## src/rtl/ifetch_queue.sv

```systemverilog
// ============================================================================
// Module      : ifetch_queue
// Description : Instruction prefetch queue; fetches words over req/ack and
//               presents IR + PC to decode over valid/ready.
// Revision    : 1.0 - initial release
// ============================================================================
`default_nettype none

module ifetch_queue #(
    parameter int unsigned DEPTH    = 4,
    parameter logic [15:0] RESET_PC = 16'h0000
) (
    input  logic        CLK,
    input  logic        RST_F,
    input  logic        flush,
    input  logic [15:0] flush_addr,
    output logic        mem_req,
    output logic [15:0] mem_addr,
    input  logic        mem_ack,
    input  logic [31:0] mem_rdata,
    output logic        ir_valid,
    output logic [31:0] ir_data,
    output logic [15:0] ir_pc,
    input  logic        ir_ready
);

    localparam int unsigned             c_ptr_w = $clog2(DEPTH);
    localparam int unsigned             c_cnt_w = c_ptr_w + 1;
    localparam logic [c_cnt_w-1:0]      c_full  = c_cnt_w'(DEPTH);

    typedef enum logic [1:0] {
        IDLE    = 2'd0,
        REQ     = 2'd1,
        DISCARD = 2'd2
    } state_t;

    state_t               r_state;
    state_t               w_state_next;
    logic [c_ptr_w-1:0]   r_wr_ptr;
    logic [c_ptr_w-1:0]   r_rd_ptr;
    logic [c_cnt_w-1:0]   r_count;
    logic [c_cnt_w-1:0]   w_count_next;
    logic [15:0]          r_fetch_pc;
    logic [15:0]          w_fetch_pc_next;
    logic [15:0]          r_mem_addr;
    logic [31:0]          r_buf_data [DEPTH];
    logic [15:0]          r_buf_pc   [DEPTH];
    logic                 w_push;
    logic                 w_pop;

    // A flush kills both the in-flight response and any decode consumption.
    assign w_push = (r_state == REQ) && mem_ack && !flush;
    assign w_pop  = ir_ready && (r_count != '0) && !flush;

    always_comb begin
        w_count_next = r_count;
        if (flush) begin
            w_count_next = '0;
        end else if (w_push && !w_pop) begin
            w_count_next = r_count + c_cnt_w'(1);
        end else if (!w_push && w_pop) begin
            w_count_next = r_count - c_cnt_w'(1);
        end
    end

    always_comb begin
        w_fetch_pc_next = r_fetch_pc;
        if (flush) begin
            w_fetch_pc_next = flush_addr;
        end else if (w_push) begin
            w_fetch_pc_next = r_fetch_pc + 16'd1;
        end
    end

    always_comb begin
        w_state_next = r_state;
        case (r_state)
            IDLE: begin
                if (w_count_next < c_full) begin
                    w_state_next = REQ;
                end
            end
            REQ: begin
                if (flush) begin
                    // The handshake cannot be withdrawn, so an unacked request
                    // must be drained before fetching from the new address.
                    w_state_next = mem_ack ? REQ : DISCARD;
                end else if (!(w_count_next < c_full)) begin
                    w_state_next = IDLE;
                end
            end
            DISCARD: begin
                if (mem_ack) begin
                    w_state_next = REQ;
                end
            end
            default: w_state_next = IDLE;
        endcase
    end

    always_ff @(posedge CLK or negedge RST_F) begin
        if (!RST_F) begin
            r_state    <= IDLE;
            r_count    <= '0;
            r_wr_ptr   <= '0;
            r_rd_ptr   <= '0;
            r_fetch_pc <= RESET_PC;
            r_mem_addr <= RESET_PC;
        end else begin
            r_state    <= w_state_next;
            r_count    <= w_count_next;
            r_fetch_pc <= w_fetch_pc_next;
            // mem_addr stays on the abandoned address until its ack arrives.
            if (w_state_next != DISCARD) begin
                r_mem_addr <= w_fetch_pc_next;
            end
            if (flush) begin
                r_wr_ptr <= '0;
                r_rd_ptr <= '0;
            end else begin
                if (w_push) begin
                    r_wr_ptr <= r_wr_ptr + c_ptr_w'(1);
                end
                if (w_pop) begin
                    r_rd_ptr <= r_rd_ptr + c_ptr_w'(1);
                end
            end
        end
    end

    always_ff @(posedge CLK or negedge RST_F) begin
        if (!RST_F) begin
            for (int unsigned i = 0; i < DEPTH; i++) begin
                r_buf_data[i] <= '0;
                r_buf_pc[i]   <= '0;
            end
        end else if (w_push) begin
            r_buf_data[r_wr_ptr] <= mem_rdata;
            r_buf_pc[r_wr_ptr]   <= r_fetch_pc;
        end
    end

    assign mem_req  = (r_state != IDLE);
    assign mem_addr = r_mem_addr;
    assign ir_valid = (r_count != '0);
    assign ir_data  = r_buf_data[r_rd_ptr];
    assign ir_pc    = r_buf_pc[r_rd_ptr];

endmodule

`default_nettype wire

```

## config.mk

```make
export PLATFORM = sky130hd
export DESIGN_NAME = ifetch_queue
export DESIGN_NICKNAME = d
export VERILOG_FILES = /design/src/rtl/ifetch_queue.sv
export SDC_FILE = /design/constraint.sdc
export NUM_CORES = 1
export LEC_CHECK = 0
export CAP_MARGIN = 0
export CORE_MARGIN = 3
export CORE_UTILIZATION = 40
export CTS_CLUSTER_DIAMETER = 60
export CTS_CLUSTER_SIZE = 28
export DETAILED_ROUTE_END_ITERATION = 8
export SLEW_MARGIN = 20
export SYNTH_ARGS = -nofsm -noshare
export SYNTH_HDL_FRONTEND = slang
export SYNTH_SLANG_ARGS = --single-unit
```

## constraint.sdc

```tcl
create_clock -name CLK -period 2.5 [get_ports CLK]
set_input_delay 0.25 -clock CLK [delete_from_list [all_inputs] [get_ports CLK]]
set_output_delay 0.25 -clock CLK [all_outputs]
set_load 0.05 [all_outputs]
```

# Yosys cells after proc, flatten, opt, wreduce, memory -nomap -nowiden
# Index checks and enable logic that the tools add are counted.
[op_classes]
bitwise = 2
mux = 27
addsub = 5
eq_ne = 3
n_reduce_logical = 15
magnitude_cmp = 4
[ops]
columns = ["op", "n"]
rows = [
  ["$bwmux 128", 1],
  ["$mux 32", 3],
  ["$mux 16", 5],
  ["$bmux 32 s2", 1],
  ["$bwmux 64", 1],
  ["$demux 32 s2", 1],
  ["$bmux 16 s2", 1],
  ["$demux 16 s2", 1],
  ["$mux 2", 9],
  ["$add 16x1->16 const B", 1],
  ["$mux 3", 3],
  ["$logic_and 1x1->1", 7],
  ["$ge 3x3->1 const B", 2],
  ["$not 2->3", 2],
  ["$pmux 2 s3", 1],
  ["$reduce_bool 2->1", 3],
  ["$add 2x1->2 const B", 2],
  ["$add 3x1->3 const B", 1],
  ["$logic_not 1->1", 3],
  ["$lt 3x1->1 const B", 1],
  ["$lt 3x3->1 const B", 1],
  ["$reduce_bool 3->1", 1],
  ["$sub 3x1->3 const B", 1],
  ["$eq 2x1->1 const B", 1],
  ["other kinds (3)", 3],
]
[totals]
regBits = 233
out_inout_bits = 66
wordCells = 70
in_bits = 53

# Longest topological paths before layout
[logic_depth]
word_depth = 13
ltp_mapped = 7
depth_no_buf = 6

# Least setup slack after synthesis
# No wires, ideal clock.
[synth_timing]
kind = "register to register"
start = "register r_count[1]"
end = "register r_state[0]"
slack_ns = 0.595
period_less_slack_ns = 1.905
required_time_ns = 2.371
arrival_time_ns = 1.775
path_buffers = 0
setup_time_ns = 0.129
path_stages_with_launch = 7
path_cell_list = "dfrtp_1 > inv_1 > ha_1 > nand2b_1 > a211oi_1 > nor3_1 > o41a_1"
[synth_via]
elab_chain_len = 11
word_cells_on_any_way = 16
classes_between = "2 x add/sub; 1 x order compare; 7 x mux; 6 x reduce/logical"
[synth_rtl]
columns = ["item", "line_no", "rtl"]
rows = [
  ["start: declaration", "41", "logic [c_cnt_w-1:0] r_count;"],
  ["start signal: assignment", "111", "r_count <= w_count_next;"],
  ["$reduce_bool 3->1 (*)", "-", ""],
  ["via ir_valid", "21", "output logic ir_valid,"],
  ["$logic_and 1x1->1 (*) (2 in series)", "53", "assign w_pop = ir_ready && (r_count != '0) && !flush;"],
  ["$logic_and 1x1->1 / $logic_not 1->1 (equally long branches)", "61, 59", ""],
  ["$mux 3 / $logic_and 1x1->1 (equally long branches)", "61, 59", ""],
  ["$mux 3 (*)", "59", "end else if (w_push && !w_pop) begin"],
  ["$mux 3 (*)", "57", "if (flush) begin"],
  ["$lt 3x3->1 (*)", "79, 88", ""],
  ["$mux 2", "88", "end else if (!(w_count_next < c_full)) begin"],
  ["$mux 2", "84", "if (flush) begin"],
  ["$pmux 2 s3 (*)", "77", "case (r_state)"],
  ["via w_state_next[0]", "38", "state_t w_state_next;"],
  ["end signal: assignment", "110", "r_state <= w_state_next;"],
  ["end: declaration", "37", "state_t r_state;"],
]
# Mark *: on every way through the listed nets, which the timed path passes. The rest lies on a longest branch.
# A chain may end at the register's enable or synchronous reset.

# Final worst setup path
[layout_timing]
start = "register r_count[1]"
end = "output ir_valid"
[layout_via]
elab_chain_len = 1
[layout_rtl]
columns = ["item", "line_no", "rtl"]
rows = [
  ["$reduce_bool 3->1", "145", "assign ir_valid = (r_count != '0);"],
  ["end: declaration", "21", ""],
]
# No other way between the ends.

==> qor.txt <==
Outcome: finished clean
Final wirelength: 24.2 mm
ANT cells: 0
Max clock buf depth: 3
Worst-path clk slew: 0.07 ns
Slew headroom: 58.0%
DR DRC count: 0
Multi-input logic area: 4500 sq um
Slew Limit Fails: 0
DRC violation total after the first TritonRoute iteration: 330
Cell Count, Final, Fillers Out: 1197
# IOs: 119
# rows: 59
Top cells by area, synth: dfrtp_1 55%, mux2_2 21%, mux4_2 10%
Worst EP arrival: 2.14 ns
EDFF count, synth: 0
Final Critical Period: 2.39 ns
Startpoint Class: register
Routed vias: 6523
Post-DRT Antenna Nets: 0
Share of layout cells above drive strength 1: 42.0%
Design area: 13000 sq um
Die X: 169 microns
Layout Nets: 907
TritonCTS Sinks: 233
Yosys top cell area share: 54.6%
Hold WS: 0.283 ns
Min-Delay Path Class: in -> async
Fraction of registers with async set/reset: 100%
WL/cell: 20.3 microns
Fin worst setup slack: 0.112 ns
Dpl hpwl: 15.7 mm
Period utilization: 95.5%
Yosys reg bits: 233
Worst-skew pair later-pin latency: 0.53 ns
Crit. End Element: output port
Fill cells: 2259
Synth Instances: 727
Gr ovfl total: 0
Die area: 28700 sq um
Post-synthesis cell area: 10700 sq um
Storage element area: 5840 sq um
Mapped Nets: 788
Post-layout util: 49.7%
Leak: 5.80 nW
Post-route setup TNS: 0 ns
Number of global-route vias before repair: 7160
Seq/Total Area, Yosys: 54.6%
Most common flop cell mapped by yosys: dfrtp_1
Initial Util: 40.9%
Synth-to-layout area growth: 21.7%
Placed Area: 12100 sq um
Pwr Total: 16.6 mW
Gp weighted congestion: 0.909
CP required: 2.25 ns
# H-tree levels: 1
GRT Total Usage: 17.1%
Max_cap viols: 0
Drt pass-1 iters: 5
Least-Margin Pin Slew: 0.628 ns
CTS Root Cell: clkbuf_16
Post-synth top area cell: dfrtp_1
Clk_skew: 0.0240 ns
I/O Buffers: 118
Power density cells: 1280 nW/um^2
Worst vdd ir: 0.694 mV
First-pass GRT wire length: 39.5 mm
CP Class: reg -> out
Vias per cell: 5.45
Critical-path maximum fanout: 5
Chip Height: 169 microns
CTS tree: done
Initial antenna violation count: 0
Distinct cells, synth: 59
Num CTS Buffers: 24
Final setup fails: 0
Synth Area per Inst: 14.7 sq um
Core area: 26100 sq um
Placed cells: 1149
Pre-CTS setup slack: 0.304 ns
Largest net degree at the start of global routing: 76
Final hold violation count: 0
Yosys warnings: 0
Achievable frequency: 419 MHz
RSZ-0062 raised after global routing: no
-- worst max-delay path, cell delays in order, from the launching register on --
cell	delay, ns
dfrtp_1	0.36
inv_1	0.09
ha_1	0.18
nand2b_1	0.14
clkdlybuf4s50_1	0.85
-- layer usage --
metal / track usage [%] / part of all wire (%) / vias to the layer above
met5: 0 / 0 / -
met1: 23.7 / 44 / 3377
met2: 28.6 / 48 / 185
met4: 3.41 / 1.7 / 0
met3: 3.03 / 5.5 / 33
li1: - / - / 2928
-- final timing paths --
path	slack (ns)	start	cells past startpoint	endpoint
max	0.11	r_count[1]$_DFFE_PN0P_	4	ir_valid
min	0.28	RST_F	2	r_buf_data[105]$_DFFE_PN0P_
max reg2reg	0.43	r_fetch_pc[0]$_DFF_PN0_	5	r_fetch_pc[12]$_DFF_PN0_
min reg2reg	0.50	r_buf_data[22]$_DFFE_PN0P_	1	r_buf_data[22]$_DFFE_PN0P_
max in group asynchronous	1.43	RST_F	3	r_buf_data[114]$_DFFE_PN0P_
min in group CLK	0.33	flush_addr[14]	3	r_fetch_pc[14]$_DFF_PN0_
-- layout by cell type (no fill, tap or decap), types with 8 or more instances in the layout --
cell type,count
dfrtp_1,231
mux2_2,196
clkdlybuf4s50_1,69
buf_4,57
mux4_2,48
clkbuf_16,24
nand2_1,22
nor2_1,22
nor3_1,17
nand3_1,16
inv_1,11
o21ai_0,9
ha_1,8
dlygate4sd2_1,8
-- kinds of logic after synthesis --
| group | count (synthesis) | synth area share, % |
|---|---|---|
| buf+inv | 65 | 3.34 |
| compound gates | 40 | 2.58 |
| fa+ha+maj | 8 | 0.938 |
| simple gates | 119 | 6.02 |
| flops | 233 | 54.6 |
| xor+xnor | 12 | 1.11 |
| mux | 250 | 31.4 |
-- cells in the mapped netlist, types with 4 or more instances --
cell type and count:
inv_1 11, mux4_2 48, a211oi_1 6, buf_4 4, nor3_1 17, dfrtp_1 233
nand3_1 16, nor4_1 6, buf_2 29, nand2b_1 6, xnor2_1 7, xor2_1 4
ha_1 8, buf_1 5, clkbuf_1 8, a21oi_1 7, o21ai_0 9, mux2_2 196
clkbuf_8 4, nand2_1 26, mux2i_1 4, nor2_1 22
-- power breakdown --
group          internal, mW  switching (mW)  leakage [nW]
logic                  3.14            4.15          2.44
clock network          1.96            1.57         0.373
registers              5.06           0.761          2.98
-- what timing repair did --
action / CTS / global route
gates resized for setup: 14 / 2
endpoints found under the setup margin: 48 / 20
setup buffers: 0 / 5
endpoints found under the hold margin: 70 / 0
hold buffers: 1 / 0
-- sequential cells by signal, summed over array words and instances (netlist names) --
signal	cells
r_buf_data	128
r_fetch_pc	16
mem_addr	16
r_wr_ptr	2
r_count	3
r_buf_pc	64
r_rd_ptr	2
r_state	2
-- layout make-up --
type                       count  area share [%]
inverter                      12           0.347
clock buffer                  30            4.87
timing repair buffer         146            10.8
tap                          335            3.23
multi-input combinational    429            34.6
clock inverter                12            1.13
sequential                   233            45.0
Note: power is estimated with default switching activity, not from simulation.
